$ cat src/rtl/profile_timer_pkg.sv
// Shared opcode encoding, command field layout and error word for the profiling timer.
package profile_timer_pkg;
  typedef enum logic [3:0] {
    OP_NOP      = 4'd0,
    OP_START    = 4'd1,
    OP_STOP     = 4'd2,
    OP_READ_ACC = 4'd3,
    OP_READ_NOW = 4'd4,
    OP_CLEAR    = 4'd5
  } op_e;

  localparam int OP_LSB = 0;
  localparam int OP_MSB = 3;
  localparam int CH_LSB = 8;
  localparam int CH_MSB = 15;

  // Sliced down to WIDTH by users; covers any WIDTH up to 256.
  localparam logic [255:0] ERR_WORD = '1;
endpackage

$ cat src/rtl/profile_channel.sv
// One stopwatch channel: running flag, start stamp and accumulator.
module profile_channel
  import profile_timer_pkg::*;
#(
  parameter int WIDTH    = 64,
  parameter int SATURATE = 1
) (
  input  logic             clock,
  input  logic             reset,
  input  logic             start,
  input  logic             stop,
  input  logic             clear,
  input  logic [WIDTH-1:0] now,
  output logic             running,
  output logic [WIDTH-1:0] stamp,
  output logic [WIDTH-1:0] acc,
  output logic [WIDTH-1:0] delta
);
  logic [WIDTH:0] sum;

  // Modular subtraction gives the right interval across a counter wrap.
  assign delta = now - stamp;
  assign sum   = {1'b0, acc} + {1'b0, delta};

  always_ff @(posedge clock or posedge reset) begin
    if (reset) begin
      running <= 1'b0;
      stamp   <= '0;
      acc     <= '0;
    end else if (clear) begin
      running <= 1'b0;
      acc     <= '0;
    end else if (start && !running) begin
      running <= 1'b1;
      stamp   <= now;
    end else if (stop && running) begin
      running <= 1'b0;
      acc     <= ((SATURATE != 0) && sum[WIDTH]) ? '1 : sum[WIDTH-1:0];
    end
  end
endmodule

$ cat src/rtl/profile_timer_mc.sv
// Multi-channel profiling stopwatch: free-running timestamp, command decode, single-entry result register.
module profile_timer_mc
  import profile_timer_pkg::*;
#(
  parameter int WIDTH    = 64,
  parameter int NUM_CH   = 4,
  parameter int SATURATE = 1
) (
  input  logic              clock,
  input  logic              reset,
  input  logic              ivalid,
  output logic              iready,
  input  logic [WIDTH-1:0]  command,
  output logic              ovalid,
  input  logic              oready,
  output logic [WIDTH-1:0]  result,
  output logic [NUM_CH-1:0] running
);
  localparam int SW = (NUM_CH > 1) ? $clog2(NUM_CH) : 1;
  localparam logic [WIDTH-1:0] ERR = ERR_WORD[WIDTH-1:0];

  logic [WIDTH-1:0]             now, nxt;
  logic [15:0]                  cw;
  op_e                          op;
  logic [7:0]                   ch;
  logic [SW-1:0]                sel;
  logic                         in_range, accept, hit;
  logic [NUM_CH-1:0][WIDTH-1:0] ch_stamp, ch_acc, ch_delta;

  // Narrow command words simply lack the channel field and address channel 0.
  assign cw       = 16'(command);
  assign op       = op_e'(cw[OP_MSB:OP_LSB]);
  assign ch       = cw[CH_MSB:CH_LSB];
  assign sel      = ch[SW-1:0];
  assign in_range = 32'(ch) < NUM_CH;
  assign iready   = ~reset & (~ovalid | oready);
  assign accept   = ivalid & iready;
  assign hit      = accept & in_range;

  for (genvar i = 0; i < NUM_CH; i++) begin : g_ch
    logic me;
    assign me = hit && (sel == SW'(i));
    profile_channel #(.WIDTH(WIDTH), .SATURATE(SATURATE)) u_ch (
      .clock   (clock),
      .reset   (reset),
      .start   (me && op == OP_START),
      .stop    (me && op == OP_STOP),
      .clear   (me && op == OP_CLEAR),
      .now     (now),
      .running (running[i]),
      .stamp   (ch_stamp[i]),
      .acc     (ch_acc[i]),
      .delta   (ch_delta[i])
    );
  end

  always_comb begin
    nxt = now;
    case (op)
      OP_START:    nxt = !in_range ? ERR : (running[sel] ? ch_stamp[sel] : now);
      OP_STOP:     nxt = !in_range ? ERR : (running[sel] ? ch_delta[sel] : '0);
      OP_READ_ACC,
      OP_CLEAR:    nxt = !in_range ? ERR : ch_acc[sel];
      default:     nxt = now;
    endcase
  end

  always_ff @(posedge clock or posedge reset) begin
    if (reset) now <= '0;
    else       now <= now + WIDTH'(1);
  end

  // Result holds until consumed; a new accept overwrites it in the same edge it drains.
  always_ff @(posedge clock or posedge reset) begin
    if (reset) begin
      ovalid <= 1'b0;
      result <= '0;
    end else if (accept) begin
      ovalid <= 1'b1;
      result <= nxt;
    end else if (oready) begin
      ovalid <= 1'b0;
    end
  end
endmodule
$ cat config.mk
export PLATFORM = sky130hd
export DESIGN_NAME = profile_timer_mc
export DESIGN_NICKNAME = d
export VERILOG_FILES = /design/src/rtl/profile_timer_pkg.sv /design/src/rtl/profile_channel.sv /design/src/rtl/profile_timer_mc.sv
export SDC_FILE = /design/constraint.sdc
export NUM_CORES = 2
export LEC_CHECK = 0
export BUFFER_PORTS_ARGS = -buffer_cell sky130_fd_sc_hd__buf_4
export CAP_MARGIN = 20
export CORE_MARGIN = 3
export CORE_UTILIZATION = 35
export CTS_BUF_LIST = sky130_fd_sc_hd__clkbuf_2
export CTS_CLUSTER_DIAMETER = 30
export DETAILED_ROUTE_END_ITERATION = 8
export PLACE_DENSITY = 0.47
export SYNTH_ARGS = -nofsm -noshare
export SYNTH_HDL_FRONTEND = slang
export SYNTH_SLANG_ARGS = --single-unit
$ cat constraint.sdc
create_clock -name clock -period 25.9 [get_ports clock]
set_input_delay 5.18 -clock clock [delete_from_list [all_inputs] [get_ports clock]]
set_output_delay 5.18 -clock clock [all_outputs]
set_load 0.01 [all_outputs]
# Yosys cells after proc, flatten, opt, wreduce, memory -nomap -nowiden
# Cells that the tools add are included.
dict set report totals {
  register_bits 645
}
dict set report classes {
  n_addsub 9
  magnitude_cmp 2
  n_eq_ne 11
  n_mux 44
  bitwise 10
  n_reduce_logical 47
}
# cell n
set ops {}
lappend ops {{$mux 64} 24}
lappend ops {{$bmux 64 s2} 3}
lappend ops {{$add 64x64->65} 4}
lappend ops {{$sub 64x64->64} 4}
lappend ops {{$pmux 64 s3} 1}
lappend ops {{$add 64x1->64 const B} 1}
lappend ops {{$logic_and 1x1->1} 24}
lappend ops {{$reduce_and 2->1} 8}
lappend ops {{$mux 1} 15}
lappend ops {{$reduce_bool 3->1} 4}
lappend ops {{$reduce_bool 2->1} 5}
lappend ops {{$eq 4x2->1 const B} 2}
lappend ops {{$lt 8x3->1 const B} 1}
lappend ops {{$ne 2x1->1 const B} 4}
lappend ops {{$not 1->1} 6}
lappend ops {{$eq 2x2->1 const B} 2}
lappend ops {{$eq 4x1->1 const B} 1}
lappend ops {{$eq 4x3->1 const B} 1}
lappend ops {{$logic_not 1->1} 4}
lappend ops {{$and 1x1->1} 3}
lappend ops {{$lt 2x3->1 const B} 1}
lappend ops {{$bmux 1 s2} 1}
lappend ops {{$eq 2x1->1 const B} 1}
lappend ops {{$logic_not 2->1} 1}
lappend ops {{2 further kinds} 2}

# Longest topological paths before layout
dict set report depth {
  ltp_word 11
  mapped_depth 28
  mapped_depth_nobuf 27
}

# Modules after synthesis
# A second synthesis with hierarchy kept.
dict set report hier_totals {
  cells_unflattened 7436
  hier_area_um2 61485.2
}
# module instances cells_each area_each_um2 seq_area_each_um2
set modules_own_cells {}
lappend modules_own_cells {{profile_channel at g_ch[0].u_ch ...} 2 1560 12223.0 3228.1}
lappend modules_own_cells {{profile_channel at g_ch[3].u_ch} 1 1660 12634.6 3228.1}
lappend modules_own_cells {{profile_channel at g_ch[2].u_ch} 1 1599 12380.6 3228.1}
lappend modules_own_cells {profile_timer_mc 1 1057 12024.0 3228.1}

# Worst setup path before layout
# Ideal clock, no wire load.
dict set report synth_path {
  path_type {in2out}
  startpoint {in oready}
  endpoint {out iready}
  arrival_time_ns 5.490
  required_time_ns 20.720
  setup_slack_ns 15.230
  path_stages 2
  n_path_buf 0
  cell_sequence {inv_1 > a21oi_1}
}
dict set report synth_via {
  elab_chain_cells 2
}
# item line
set synth_lines {}
lappend synth_lines {{start: declaration} profile_timer_mc.sv:15} ;# input logic oready,
lappend synth_lines {{$or 1x1->1} profile_timer_mc.sv:36} ;# assign iready = ~reset & (~ovalid | oready);
lappend synth_lines {{$and 1x1->1} profile_timer_mc.sv:36}
lappend synth_lines {{end: declaration} profile_timer_mc.sv:12} ;# output logic iready,
# No other way between the ends.

# Final worst setup path
dict set report layout_path {
  startpoint {in reset}
  endpoint {out iready}
}
dict set report layout_via {
  elab_chain_cells 2
}
# item line
set layout_lines {}
lappend layout_lines {{start: declaration} profile_timer_mc.sv:10} ;# input logic reset,
lappend layout_lines {{$not 1->1} profile_timer_mc.sv:36}
lappend layout_lines {{$and 1x1->1} profile_timer_mc.sv:36}
# No other way between the ends.

==> impl_metrics.ini <==
[timing]
drv_slew = 0
clock_skew_ns = 0.1487
final_hold_viol_count = 0
finalSetupViolations = 0
timing.setup.tns_ns = 0
worst_pin_slew_ns = 1.303
slew_headroom_pct = 13.11
rsz0062_at_grt = false
fmax_mhz = 92.00
period_share_pct = 41.97
min_period_ns = 10.87

[global_route]
grt_max_degree = 76
track_usage_pct = 30.10
overflow = 0
grt_pass1_vias = 55550
grt_first_pass_wirelength_mm = 398.4
antenna_found_initial = 14

[die]
fp.dieW_um = 423.0
dieHeight_um = 423.0
start_util_pct = 35.35
row_count = 152
die_area_sq_mm = 0.1789
io_pins = 138
core_sq_mm = 0.1721

[critical_path]
cp-start-kind = input port
crit_top_cell = buf_4
path_buf_inv = 2
critPathMaxFanout = 3
cp.required_ns = 20.72
regToRegStartpoint = now[0]
cp.arrival_ns = 5.69
rr_worst_depth = 26
r2r-end = g_ch[2].u_ch.acc[60]
crit_type = input port to output pin
cp_cell_sequence = buf_4 > a21oi_1 > buf_4
critPathTopFamily = buffers and inverters
cp_slowest_cell = a21oi_1
end_kind = output pin
regToRegSetupSlack_ns = 17.15
cp.depth = 3
critical_path.max_stage_delay_ns = 0.21

[finish]
layout-drive-gt1-share_pct = 13.30
area_growth_pct = 8.671
most-common-layout-cells = nand2_1 (948), dfrtp_1 (645), o21ai_0 (642)
fin_nets = 7908
layout.cells.most_common = nand2_1
fin_util_pct = 38.42

[hold_path]
hold_path_class = register to register
min_to = result[20]
hold_start = result[20]
holdPathStages = 2

[logic_synthesis]
ys_top_cells_by_area = dfrtp_1 (27%), ha_1 (11%), mux4_2 (6.0%)
synthArstFlopShare_pct = 100.0
ys_warn_count = 0
syn_area_per_cell_sq_um = 8.343
yosys.area.top_type = dfrtp_1
ys_types = 109
synthDominantCellAreaShare_pct = 26.53
postSynthCellCount = 7293
ys_ff_latch = 645
synth_edf_count = 0
synth_fp_nets = 7894
ys_seq_area_share_pct = 26.53
netlist_area_sq_mm = 0.06085
synth_ff_type = dfrtp_1

[placement]
port_buffers = 85
dp_hpwl_mm = 216.1
gp_congestion = 1.000

[clock_tree]
cts_resized = 0
cts.path.max_buffers = 3
cts_tree = built
clock_sinks = 645
cts_setup_buffers = 0
cts_buffers = 231
cts_max_level = 4
hold_buffers = 0
clkLatencyLatePin_ns = 1.86
clk_pin_slew_ns = 0.09
cts_root_buffer = clkbuf_2

[detailed_routing]
ant_nets = 0
wirelength_mm = 277.5
vias_per_cell = 5.990
via_count = 58830
dr.pass1.iters = 8
drc_errors = 0
post_drt_wl_per_cell_um = 28.26
first_iter_violations = 6135

[outcome]
status = complete, no violations

[flow_run]
maxCapViolations = 0

[power]
ir_drop_uv = 45.74
total_power_uw = 2217
cellLeakagePower_uw = 0.03264
p_per_area_mw_per_mm2 = 33.52
## cell families after synthesis
group	after synthesis	share of synthesized area (%)
mux	380	9.942
buf+inv	813	5.141
flops	645	26.53
compound gates	2344	24.46
simple gates	2038	15.10
xor+xnor	540	7.773
fa+ha+maj	533	11.06
## flip-flops by register name (all words and copies together) (netlist names)
signal	flops
now	64
g_ch.u_ch.stamp	256
ovalid	1
result	64
g_ch.u_ch.running	4
g_ch.u_ch.acc	256
## through the flow
step	hold slack (ns)	cell area [sq um]	worst slack, ns	cells
final	0.4934	66120	15.03	9821
after CTS	0.4991	66090	15.03	9808
after global placement	0.4667	63720	15.04	9382
after detailed placement	0.4766	63750	15.03	9384
after global routing	0.5231	66100	14.99	9810
after floorplan	0.4620	60850	2.649	7293
## synth_stat cells, types with 34 or more instances
| master | number |
|---|---|
| nor2_1 | 422 |
| and3_1 | 61 |
| a221o_1 | 44 |
| mux2_2 | 185 |
| dfrtp_1 | 645 |
| nand2_1 | 949 |
| nor2b_1 | 55 |
| a221oi_1 | 41 |
| nand3_1 | 145 |
| and2_1 | 45 |
| o22ai_1 | 40 |
| nand2b_1 | 35 |
| o211ai_1 | 49 |
| inv_1 | 403 |
| xnor2_1 | 353 |
| mux4_2 | 161 |
| xor2_1 | 187 |
| o21a_1 | 77 |
| ha_1 | 525 |
| o21ai_0 | 644 |
| a21o_1 | 278 |
| nor3_1 | 66 |
| clkbuf_1 | 346 |
| a31oi_1 | 81 |
| a21oi_1 | 631 |
| mux2i_1 | 34 |
| o21bai_1 | 115 |
| o31ai_1 | 45 |
| a211oi_1 | 49 |
| nand4_1 | 129 |
## layout make-up
| cell class | count | area, sq um |
|---|---|---|
| Fill cell | 17990 | 106000 |
| Multi-Input combinational cell | 5835 | 41730 |
| Sequential cell | 645 | 16140 |
| Tap cell | 2310 | 2890 |
| Inverter | 404 | 1526 |
| Clock buffer | 297 | 1486 |
| Timing Repair Buffer | 190 | 1464 |
| Clock inverter | 127 | 854.6 |
| Antenna cell | 13 | 32.53 |
## worst max path at each step
stage	slack, ns	to	startpoint
after floorplan	2.65	g_ch[0].u_ch.acc[0]	reset
after global placement	15.04	iready	oready
after detailed placement	15.03	iready	reset
after CTS	15.03	iready	reset
after global routing	14.99	iready	reset
final	15.03	iready	reset
## tightest hold or removal path, delay by kind of cell (launching register included)
| kind | cells | cell delay, ns |
|---|---|---|
| AO/OA/AOI/OAI | 1 | 0.06 |
| AND/OR/NAND/NOR | 1 | 0.05 |
| flip-flops | 1 | 0.35 |
## power breakdown
| group | switching, uW | internal (uW) | leakage [uW] | total (uW) |
|---|---|---|---|---|
| sequential | 13.9 | 1020 | 0.00854 | 1040 |
| clock | 565 | 442 | 0.00169 | 1010 |
| combinational | 110 | 61.2 | 0.0224 | 172 |
| total | 689 | 1530 | 0.0326 | 2220 |
## per-layer routing
| metal | up-vias | routed length [um] | track usage, % |
|---|---|---|---|
| met5 | - | 27 | 0 |
| met3 | 435 | 21950 | 6.570 |
| met4 | 4 | 9159 | 9.915 |
| li1 | 26700 | - | - |
| met1 | 29270 | 127800 | 42.96 |
| met2 | 2427 | 118500 | 44.89 |
Power figures use the tool's default switching activity.
